[src/rtl/uart_pkg.sv]
// uart_pkg: byte type, arbiter state encoding and round-robin pointer helper
package uart_pkg;
  typedef logic [7:0] uart_byte_t;
  typedef enum logic {ARB_IDLE, ARB_LOCKED} arb_state_t;
  function automatic int rr_next(input int g, input int n);
    return (g + 1) % n;
  endfunction
endpackage

[src/rtl/uart_tx_arbiter_rr_pick.sv]
// rr_pick: combinational round-robin pick, first set request at or above i_rr_ptr with wrap-around
module rr_pick #(
  parameter int NumReq = 4,
  parameter int IdW    = $clog2(NumReq)
) (
  input  logic [NumReq-1:0] i_req,
  input  logic [IdW-1:0]    i_rr_ptr,
  output logic [IdW-1:0]    o_winner,
  output logic              o_any
);
  logic [IdW-1:0] w_idx;
  always_comb begin
    o_winner = '0;
    w_idx    = '0;
    o_any    = |i_req;
    for (int i = NumReq - 1; i >= 0; i--) begin
      w_idx = IdW'((int'(i_rr_ptr) + i) % NumReq);
      o_winner = i_req[w_idx] ? w_idx : o_winner;
    end
  end
endmodule

[src/rtl/uart_tx_arbiter.sv]
// uart_tx_arbiter: message-granular round-robin sharing of one uart_tx; UART_ARB_TIMEOUT_EN adds forced release of a stalled lock
module uart_tx_arbiter
  import uart_pkg::*;
#(
  parameter int NumReq        = 4,
  parameter int IdW           = $clog2(NumReq),
  parameter int TimeoutCycles = 4096
) (
  input  logic                  clk,
  input  logic                  rst,
  input  logic [NumReq-1:0]     req_valid,
  input  logic [NumReq*8-1:0]   req_data,
  input  logic [NumReq-1:0]     req_last,
  output logic [NumReq-1:0]     req_ready,
  output uart_byte_t            tx_data,
  output logic                  tx_valid,
  input  logic                  tx_ready,
  output logic [IdW-1:0]        grant_id,
  output logic                  busy,
  output logic                  timeout
);
  arb_state_t     r_state;
  logic [IdW-1:0] r_grant;
  logic [IdW-1:0] r_rr_ptr;
  logic [IdW-1:0] w_winner;
  logic           w_any;
  logic           w_locked;
  logic           w_xfer;
  logic           w_done;
  logic           w_expire;
  logic           w_release;

  rr_pick #(.NumReq(NumReq), .IdW(IdW)) u_pick (
    .i_req    (req_valid),
    .i_rr_ptr (r_rr_ptr),
    .o_winner (w_winner),
    .o_any    (w_any)
  );

  assign w_locked  = r_state == ARB_LOCKED;
  assign tx_valid  = w_locked && req_valid[r_grant];
  assign tx_data   = w_locked ? req_data[{r_grant, 3'b000} +: 8] : '0;
  assign req_ready = w_locked && tx_ready ? NumReq'(1) << r_grant : '0;
  assign w_xfer    = tx_valid && tx_ready;
  assign w_done    = w_xfer && req_last[r_grant];
  assign w_release = w_done || w_expire;
  assign busy      = w_locked;
  assign grant_id  = r_grant;

`ifdef UART_ARB_TIMEOUT_EN
  localparam int CntW = $clog2(TimeoutCycles + 1);
  logic [CntW-1:0] r_idle_cnt;
  logic            r_timeout;
  assign w_expire = w_locked && !req_valid[r_grant] && r_idle_cnt == CntW'(TimeoutCycles - 1);
  assign timeout  = r_timeout;
  // counter sits at zero while idle, so every new lock starts a fresh count
  always_ff @(posedge clk) begin
    if (rst) begin
      r_idle_cnt <= '0;
      r_timeout  <= 1'b0;
    end else begin
      r_timeout  <= w_expire;
      r_idle_cnt <= !w_locked || w_xfer || w_expire ? '0 :
                    !req_valid[r_grant] ? r_idle_cnt + CntW'(1) : r_idle_cnt;
    end
  end
`else
  assign w_expire = 1'b0;
  // lock never expires in this build; the comparison is constant false
  assign timeout  = TimeoutCycles < 0;
`endif

  always_ff @(posedge clk) begin
    if (rst) begin
      r_state  <= ARB_IDLE;
      r_grant  <= '0;
      r_rr_ptr <= '0;
    end else if (!w_locked) begin
      if (w_any) begin
        r_state <= ARB_LOCKED;
        r_grant <= w_winner;
      end
    end else if (w_release) begin
      r_state  <= ARB_IDLE;
      r_rr_ptr <= IdW'(rr_next(int'(r_grant), NumReq));
    end
  end
endmodule

[config.mk]
export PLATFORM = sky130hd
export DESIGN_NAME = uart_tx_arbiter
export DESIGN_NICKNAME = d
export VERILOG_FILES = /design/src/rtl/uart_pkg.sv /design/src/rtl/uart_tx_arbiter_rr_pick.sv /design/src/rtl/uart_tx_arbiter.sv
export SDC_FILE = /design/constraint.sdc
export NUM_CORES = 1
export LEC_CHECK = 0
export CORE_MARGIN = 1.5
export CORE_UTILIZATION = 34
export DETAILED_ROUTE_END_ITERATION = 10
export GPL_ROUTABILITY_DRIVEN = 1
export PLACE_DENSITY = 0.9
export SLEW_MARGIN = 20
export SYNTH_ARGS = -nofsm -noshare
export SYNTH_HDL_FRONTEND = slang
export SYNTH_SLANG_ARGS = --single-unit
[constraint.sdc]
create_clock -name clk -period 3.7 [get_ports clk]
set_clock_uncertainty 0.1 [all_clocks]
set_input_delay 0.925 -clock clk [delete_from_list [all_inputs] [get_ports clk]]
set_output_delay 0.925 -clock clk [all_outputs]
set_load 0.03 [all_outputs]
Yosys cells after proc, flatten, opt, wreduce, memory -nomap -nowiden
Cells that the tools add are included.
{ "op_classes": {"muxes": 21, "bitwise_logic": 1, "n_reduce_logical": 7, "n_lt_le_gt_ge": 5, "addsub": 4, "n_shift": 2} }
{ "op_table": {"columns": ["cell", "count"], "rows": [
  ["$shiftx A32 B6 Y8", 1],
  ["$lt A2 B3 Y1 const B", 5],
  ["$bmux W1 S2", 6],
  ["$mux W1", 9],
  ["$mux W2", 4],
  ["$mux W8", 1],
  ["$add A2 B1 Y2 const B", 2],
  ["$add A2 B2 Y2 const B", 2],
  ["$logic_and A1 B1 Y1", 4],
  ["$mux W4", 1],
  ["$reduce_and A2 Y1", 2],
  ["$reduce_or A4 Y1", 1],
  ["$shl A1 B2 Y4 const A", 1],
  ["$not A1 Y1", 1]
]} }
{ "totals": {"out_inout_bits": 17, "input_bits": 43, "reg_bits": 5} }

Logic depth before layout (Yosys ltp)
Gate-level depths: netlist of run 1.
{ "logic_depth": {"word_depth": 7, "ltp_mapped": 6} }

Cells and area by module
Synthesis of run 1 repeated with hierarchy kept, for this count alone.
{ "hier_totals": {"cells_unflattened": 72, "hier_area_um2": 679.4} }
{ "by_module_without_submodules": {"columns": ["mod", "area_each_um2", "cells_each", "n_inst", "seq_area_each_um2"], "rows": [
  ["uart_tx_arbiter", 601.8, 59, 1, 100.1],
  ["rr_pick", 77.6, 13, 1, 0.0]
]} }

Worst setup path before layout of run 1
OpenSTA, ideal clock, no wires.
{ "synth_path": {"path_kind": "input-to-output", "from": "input req_data[8]", "to": "output tx_data[0]", "cell_stages": 2, "slack_ps": 1025, "arrival_ps": 1650, "path_cell_list": "mux4_1 > and2_1"} }
{ "synth_via": {"elab_chain_len": 2} }
{ "synth_rtl": {"columns": ["item", "line_no", "text"], "rows": [
  ["from (decl)", "uart_tx_arbiter.sv:12", "input logic [NumReq*8-1:0] req_data,"],
  ["$shiftx A32 B6 Y8", "uart_tx_arbiter.sv:42", "assign tx_data = w_locked ? req_data[{r_grant, 3'b000} +: 8] : '0;"],
  ["$mux W8", "uart_tx_arbiter.sv:42", null],
  ["to (decl)", "uart_tx_arbiter.sv:15", "output uart_byte_t tx_data,"]
]} }
Every way passes these cells.

Final worst setup path of run 1
{ "layout_path": {"from": "input req_data[6]", "to": "output tx_data[6]"} }
The elaborated chain is that of the path after synthesis.

==> results of run 1 <==
[routing by layer]
| metal | global-route usage | vias up | share of wire |
|---|---|---|---|
| met4 | 0.02857 | 0 | 0 |
| met3 | 0.04908 | 0 | 0.078 |
| li1 | - | 396 | - |
| met1 | 0.2622 | 393 | 0.39 |
| met2 | 0.4361 | 44 | 0.54 |
| met5 | 0 | - | 0 |
[power groups by stage]
stage | Combinational, uW | Clock [uW] | Sequential (uW)
2_1_floorplan | 73.6 | 0 | 67.4
3_3_place_gp | 148 | 0 | 69.5
3_5_place_dp | 154 | 0 | 70.0
4_1_cts | 155 | 61.8 | 69.0
5_1_grt | 163 | 65.4 | 70.3
6_report | 154 | 59.5 | 68.9
[through the flow]
step           total power [uW]  std cells  worst slack, ns  hold WS [ns]
3_3_place_gp              217.6        155          0.09534        0.4364
3_5_place_dp              223.6        155          0.03929        0.4660
6_report                  282.5        159          0.03595        0.4799
2_1_floorplan             141.0         70            1.025        0.4108
5_1_grt                   298.3        159         0.001128        0.5179
4_1_cts                   285.6        159          0.03373        0.4816
[Yosys cell counts (all sizes together)]
| master | instances | area (um2) |
|---|---|---|
| a211oi | 1 | 7.510 |
| a21oi | 5 | 25.02 |
| and2 | 9 | 56.30 |
| and3 | 4 | 25.02 |
| buf | 4 | 38.78 |
| clkbuf | 1 | 3.750 |
| conb | 1 | 3.750 |
| dfxtp | 5 | 100.1 |
| ha | 4 | 50.05 |
| inv | 4 | 15.01 |
| mux2 | 1 | 11.26 |
| mux2i | 2 | 20.02 |
| mux4 | 9 | 232.7 |
| nand2 | 5 | 18.77 |
| nand2b | 2 | 12.51 |
| nand3 | 2 | 10.01 |
| nor2 | 3 | 11.26 |
| nor3b | 1 | 7.510 |
| o2111a | 1 | 11.26 |
| o211ai | 1 | 7.510 |
| o21a | 1 | 7.510 |
| o21ai | 1 | 5.000 |
| o221ai | 1 | 8.760 |
| o41ai | 1 | 16.27 |
| or4 | 1 | 7.510 |
[cells by family (layout without fill, tap and decap cells)]
group	Yosys count	after routing	synth area share
mux	12	12	0.3702
flops	5	5	0.1404
other cells	1	1	0.005258
buf+inv	9	71	0.08068
simple gates	27	27	0.2088
fa+ha+maj	4	4	0.07018
compound gates	12	12	0.1246
[final cells by class]
| type | count | area, um2 |
|---|---|---|
| Timing Repair Buffer | 63 | 618.1 |
| Fill cell | 148 | 613.1 |
| Clock buffer | 4 | 26.28 |
| Multi-Input combinational cell | 56 | 555.5 |
| Sequential cell | 5 | 100.1 |
| Inverter | 4 | 15.01 |
| Tap cell | 27 | 33.78 |
[path summary, 6_finish.rpt]
check	end	from	slack, ns	cells past startpoint
max reg2reg	r_rr_ptr[0]	grant_id[1]	1.79	4
min	r_rr_ptr[1]	r_rr_ptr[1]	0.48	2
max	tx_data[6]	req_data[6]	0.04	4
min reg2reg	r_rr_ptr[1]	r_rr_ptr[1]	0.48	2
[state kept, by name, indices dropped and copies added, names as in the netlist]
signal and cells:
busy 1, grant_id 2, r_rr_ptr 2
[cell usage in the layout (no fill, tap or decap), types with 2 or more instances in the layout]
master,instances
a21oi_1,5
clkdlybuf4s50_1,58
dfxtp_1,5
nand3_1,2
and3_1,4
nand2b_1,2
ha_1,4
buf_4,5
mux2i_1,2
and2_1,9
nor2_1,3
inv_1,4
clkbuf_4,3
mux4_1,8
nand2_1,5
[worst max-delay path: stages]
cell,delay [ns]
clkdlybuf4s50_1,0.43
mux4_1,0.50
and2_1,0.17
clkdlybuf4s50_1,0.60
==> flow_metrics.env, run 1 <==
export IMPL_antenna_found_initial=0
export IMPL_wirelength_um=2661
export IMPL_vias=833
export IMPL_ys_seq_area_frac=0.1404
export IMPL_overflow=0
export IMPL_slew_limit_headroom=0.5616
export IMPL_global_route_usage_total=0.2272
export IMPL_ys_warn_count=0
export IMPL_grt_max_degree=19
export IMPL_end_kind="output port"
export IMPL_clock_sinks=5
export IMPL_power_frac_seq=0.244
export IMPL_holdBufCountCts=0
export IMPL_worstSetupStartpointType="input pin"
export IMPL_cp_max_fo=1
export IMPL_status="complete, no violations"
export IMPL_coreArea_mm2=0.001962
export IMPL_finish_utilization=0.6875
export IMPL_cts_tree="built"
export IMPL_n_antenna_cell=0
export IMPL_design_area_mm2=0.001349
export IMPL_grt_pass1_vias=861
export IMPL_fp_dieH_um=48.80
export IMPL_hold_viol=0
export IMPL_first_pass_iters=4
export IMPL_syn_nets=117
export IMPL_wl_per_cell_um=16.74
export IMPL_timing_fmax_mhz=272.9
export IMPL_io_pins=60
export IMPL_sw_frac_of_total=0.3257
export IMPL_final_setup_tns_ns=0
export IMPL_peakVddDrop_v=0.0001965
export IMPL_route_detailed_drc=0
export IMPL_setup_viol_count_final=0
export IMPL_p_leak_uw=0.0005183
export IMPL_portBuffers=58
export IMPL_fin_crit_ns=3.664
export IMPL_root_buffer="clkbuf_4"
export IMPL_slew_viol_final=0
export IMPL_place_congestion=0.8236
export IMPL_finalCritPeriodShare=0.9903
export IMPL_p_switching_uw=92.01
export IMPL_cts_made_buffers=3
export IMPL_worst_pin_slew_ns=0.6568
export IMPL_drive_gt1_frac=0.08333
export IMPL_via_per_inst=5.239
export IMPL_syn_avg_cell_area_um2=10.19
export IMPL_comb_power_share=0.545
export IMPL_finalNetCount=180
export IMPL_initial_core_util=0.3635
export IMPL_die_x_um=48.80
export IMPL_cts_setup_buffers=0
export IMPL_syn_to_final_growth_pct=89.12
export IMPL_place_hpwl_um=2161
export IMPL_p_per_area_mw_per_mm2=209.4
export IMPL_required_ns=2.67
export IMPL_ctsHtreeMaxLevel=1
export IMPL_num_rows=16
export IMPL_post_cts_resized=0
export IMPL_cts_clk_slew_worst_paths_ns=0.04
export IMPL_maxCapViolCount=0
export IMPL_clkLatencyLatePin_ns=0.23
export IMPL_rsz0062_at_grt="false"
export IMPL_postPlaceCellArea_mm2=0.001323
export IMPL_synth_cell_type_count=29
export IMPL_dieArea_mm2=0.002381
export IMPL_p_clk_frac=0.211
export IMPL_synth_area_um2=713.2
export IMPL_min_path_type="reg -> reg"
export IMPL_worst_ep_arrival_time_ns=2.64
export IMPL_clock_path_buffers=2
export IMPL_grt_pass1_wl_um=4174
export IMPL_ant_nets=0
export IMPL_path_class="in -> out"
export IMPL_drt_iter0_drc=17
export IMPL_power_internal_uw=190.5
export IMPL_syn_inst=70
export IMPL_ys_ff_latch=5
Note: power is estimated with default switching activity, not from simulation.
==> run 2, diff against run 1 <==
- SETUP_SLACK_MARGIN: default -> 0.15
==> flow_metrics.env, run 2 (synthesis gave the netlist of run 1 again) <==
export IMPL_status="complete, no violations"
export IMPL_n_antenna_cell=0
export IMPL_route_detailed_drc=0
export IMPL_power_frac_seq=0.250
export IMPL_fp_dieH_um=48.80
export IMPL_place_hpwl_um=2161
export IMPL_slew_viol_final=0
export IMPL_drt_iter0_drc=17
export IMPL_worst_pin_slew_ns=0.6510
export IMPL_ctsHtreeMaxLevel=1
export IMPL_finalNetCount=180
export IMPL_global_route_usage_total=0.2266
export IMPL_p_clk_frac=0.216
export IMPL_path_class="in -> out"
export IMPL_clkLatencyLatePin_ns=0.23
export IMPL_antenna_found_initial=0
export IMPL_portBuffers=58
export IMPL_cts_made_buffers=3
export IMPL_slowest_delay_ns=0.50
export IMPL_final_setup_tns_ns=0
export IMPL_finalCritPeriodShare=0.9240
export IMPL_sw_frac_of_total=0.3326
export IMPL_worstSetupStartpointType="input pin"
export IMPL_clock_path_buffers=2
export IMPL_required_ns=2.67
export IMPL_slew_limit_headroom=0.5654
export IMPL_ant_nets=0
export IMPL_maxCapViolCount=0
export IMPL_postPlaceCellArea_mm2=0.001323
export IMPL_comb_power_share=0.534
export IMPL_initial_core_util=0.3635
export IMPL_grt_pass1_wl_um=4160
export IMPL_p_leak_uw=0.0005509
export IMPL_min_from="r_rr_ptr[1]"
export IMPL_min_path_type="reg -> reg"
export IMPL_rsz0062_at_grt="false"
export IMPL_p_per_area_mw_per_mm2=206.0
export IMPL_io_pins=60
export IMPL_end_kind="output port"
export IMPL_worst_path_max_delay_cell="mux4_1"
export IMPL_finish_utilization=0.6818
export IMPL_path_cells="clkdlybuf4s50_1 > mux4_1 > and2_1 > dlygate4sd2_1"
export IMPL_power_internal_uw=183.9
export IMPL_first_pass_iters=4
export IMPL_wirelength_um=2665
export IMPL_drive_gt1_frac=0.08333
export IMPL_fin_crit_ns=3.419
export IMPL_power_uw=275.6
export IMPL_r2r_start="grant_id[1]"
export IMPL_startpoint="req_data[6]"
export IMPL_worst_ep_arrival_time_ns=2.39
export IMPL_cp_max_fo=1
export IMPL_setup_viol_count_final=0
export IMPL_overflow=0
export IMPL_peakVddDrop_v=0.0001944
export IMPL_wl_per_cell_um=16.76
export IMPL_clock_sinks=5
export IMPL_coreArea_mm2=0.001962
export IMPL_die_x_um=48.80
export IMPL_holdBufCountCts=0
export IMPL_placedCellCount=155
export IMPL_cpLargestDelayFamily="buffers and inverters"
export IMPL_final_cells=159
export IMPL_final_common_cell="clkdlybuf4s50_1"
export IMPL_timing_fmax_mhz=292.5
export IMPL_dieArea_mm2=0.002381
export IMPL_syn_to_final_growth_pct=87.54
export IMPL_hold_viol=0
export IMPL_design_area_mm2=0.001338
export IMPL_place_congestion=0.8236
export IMPL_cts_clk_slew_worst_paths_ns=0.04
export IMPL_via_per_inst=5.220
export IMPL_root_buffer="clkbuf_4"
export IMPL_grt_pass1_vias=855
export IMPL_cts_tree="built"
export IMPL_crit_buf_inv=2
export IMPL_grt_max_degree=19
export IMPL_p_switching_uw=91.65
export IMPL_vias=830
export IMPL_mostFrequentLayoutCells="clkdlybuf4s50_1 (49), and2_1 (9), dlygate4sd2_1 (9)"
export IMPL_num_rows=16
==> run 2: cell types whose count changed in the layout (fill, tap and decap cells not counted), sizes merged <==
cell           delta
dlygate4sd2       +9
clkdlybuf4s50     -9
==> run 2: worst reg2reg max path: stages, from the launching register on <==
cell and delay (ns):
dfxtp_1 0.73, nand3_1 0.17, o211ai_1 0.16, o2111a_1 0.29
mux2_2 0.35
==> run 2: stage by stage <==
stage | hold slack, ns | worst slack (ns)
after CTS | 0.4816 | 0.2795
after detailed placement | 0.4660 | 0.03929
after floorplan | 0.4108 | 1.025
after global routing | 0.5179 | 0.2429
final | 0.4799 | 0.2813
after global placement | 0.4364 | 0.09534
==> run 2: power by group through the flow <==
stage | Clock (uW) | Combinational (uW) | Sequential, uW
CTS | 61.8 | 148 | 69.0
finish | 59.5 | 147 | 68.9
global placement | 0 | 148 | 69.5
detailed placement | 0 | 154 | 70.0
global route | 65.4 | 156 | 70.3
floorplan | 0 | 73.6 | 67.4
==> run 2: timing repair <==
action | in CTS | in global routing
gates resized for setup | 9 | 0
setup buffers | 0 | 0
endpoints found under the hold margin | 0 | 0
setup endpoints to repair | 9 | 0
==> run 2: layout make-up <==
cell class	instances	area, um2
repair buffers	63	606.8
well taps	27	33.78
clock buffers	4	26.28
multi-input cells	56	555.5
fillers	153	624.3
inverters	4	15.01
flip-flops and latches	5	100.1
==> run 2: metal layers <==
metal	wire length, um	part of all wire	vias to the layer above	track usage
met5	0	0	-	0
met4	0	0	0	0.02857
met3	208	0.078	0	0.04908
met2	1424	0.53	44	0.4338
met1	1032	0.39	390	0.2622
li1	-	-	396	-
==> run 2: worst paths after layout <==
path / end / slack (ns) / cells past startpoint
setup / recovery: tx_data[6] / 0.28 / 4
hold reg to reg: r_rr_ptr[1] / 0.48 / 2
hold / removal: r_rr_ptr[1] / 0.48 / 2
setup reg to reg: r_rr_ptr[0] / 1.79 / 4
==> variant, RTL diff (settings of run 2) <==
The option `UART_ARB_TIMEOUT_EN` is turned on by a define.
--- a/src/rtl/uart_tx_arbiter.sv
+++ b/src/rtl/uart_tx_arbiter.sv
@@ -1,3 +1,5 @@
 // uart_tx_arbiter: message-granular round-robin sharing of one uart_tx; UART_ARB_TIMEOUT_EN adds forced release of a stalled lock
+`define UART_ARB_TIMEOUT_EN
+
 module uart_tx_arbiter
   import uart_pkg::*;
Check against the original RTL: same outputs for any inputs over 10 cycles, from zero or initial values and one cycle with rst high; that may be too few to reach the edited logic, so the function may still have changed.
==> variant against run 2 <==
Setup slack worse by 10 ps. Utilization down 13 points. Wire length rose by 30%. Final area increased by 51%. Fmax fell by 0.31%. Sequential cell count is 14 higher. Synthesized area rose by 82%. Total power rose by 86%. Largest cell class is now multi-input gates.
==> variant: results (changes against run 2) <==
| Metric | Value |
|---|---|
| First-pass GRT wire length | `5610 um (was 4160 um)` |
| Hold path depth | `1 (was 2)` |
| Worst Tran Pin Value | `812 ps (was 651 ps)` |
| Port Buf Inserts | `59 (was 58)` |
| Crit Reg-Reg Endpoint | `r_idle_cnt[11]$_SDFFE_PP0N_ (was r_rr_ptr[0]$_SDFFE_PP0P_)` |
| Hold path start | `r_idle_cnt[12]$_SDFFE_PP0N_ (was r_rr_ptr[1]$_SDFFE_PP0P_)` |
| Worst-case reg-to-reg path depth | `5 (was 4)` |
| Starting DRT DRC Count | `48 (was 17)` |
| Vias in the first global route | `1254 (was 855)` |
| Largest net degree at the start of global routing | `24 (was 19)` |
| P_clk | `0.000140 W (was 0.0000595 W)` |
| Sequential share of the synthesized area | `29.2% (was 14.0%)` |
| Filler cells | `338 (was 153)` |
| Status | `complete, no violations (unchanged)` |
| Syn Nets | `189 (was 117)` |
| Share of layout cells above drive strength 1 | `10.8% (was 8.33%)` |
| Synth Area in Adders | `4.81% (was 7.02%)` |
| Wire per inst | `13.8 um (was 16.8 um)` |
| Placed cells | `248 (was 155)` |
| Pleak | `0.765 nW (was 0.551 nW)` |
| Mux contribution to synthesized area | `21.2% (was 37.0%)` |
| Total GRT Usage | `16.8% (was 22.7%)` |
| Netlist cell types | `35 (was 29)` |
| Reg-to-reg setup timing slack | `1270 ps (was 1790 ps)` |
| Most instantiated cells after synthesis | `dfxtp_1 (19), nor2_1 (16), and2_1 (9), mux4_2 (9) (was and2_1 (9), mux4_1 (8), a21oi_1 (5), dfxtp_1 (5), nand2_1 (5))` |
| Synthesized instance count | `141 (was 70)` |
| CP endpoint | `req_ready[1] (was tx_data[6])` |
| Slowest cell on the critical path | `clkdlybuf4s50_1 (was mux4_1)` |
| Xor/xnor share of the synthesized area | `5.38% (was 0%)` |
| CP startpoint | `tx_ready (was req_data[6])` |
| DRT Wirelength | `3470 um (was 2670 um)` |
| P per Cell Area | `254 nW/um^2 (was 206 nW/um^2)` |
| Power Sequential | `0.000216 W (was 0.0000689 W)` |
| Root Driver | `clkbuf_8 (was clkbuf_4)` |
| Hold Path Sink | `timeout$_SDFF_PP0_ (was r_rr_ptr[1]$_SDFFE_PP0P_)` |
| Slowest stage delay, CP | `680 ps (was 500 ps)` |
| Gpl congestion | `0.782 (was 0.824)` |
| Critical Path Fanout Max | `8 (was 1)` |
| Post-synthesis compound-gate area fraction | `8.56% (was 12.5%)` |
| Worst-Skew Late Latency | `250 ps (was 230 ps)` |
[variant: what timing repair did]
item,in CTS,in global routing
buffers inserted,0,0
gates cloned,0,0
resized for setup,8,1
endpoints found under the setup margin,8,1
[variant: metal layers]
metal / wire (um) / GRT usage (%)
met1: 1410 / 20.1
met2: 1870 / 30.4
met3: 128 / 4.17
met4: 48 / 3.19
met5: 0 / 0
[variant: cell families after synthesis]
logic type | count (synthesis)
buffers and inverters | 14
AOI/OAI and AO/OA | 18
and+or+nand+nor | 61
adders and majority gates | 5
DFF | 19
xor gates and xnor gates | 8
muxes | 16
[variant: cell type report]
cell class	count	area (sq um)	area share [%]
multi-input combinational	108	868	43.1
timing repair buffer	66	636	31.5
sequential	19	380	18.9
inverter	7	26.3	1.30
tap	48	60.1	2.98
clock inverter	1	5.00	0.248
clock buffer	3	41.3	2.05
[variant: worst max-delay path, delay by kind of cell]
kind                   cells  cell delay, ps
and+or+nand+nor            1             190
buffers and inverters      2            1280
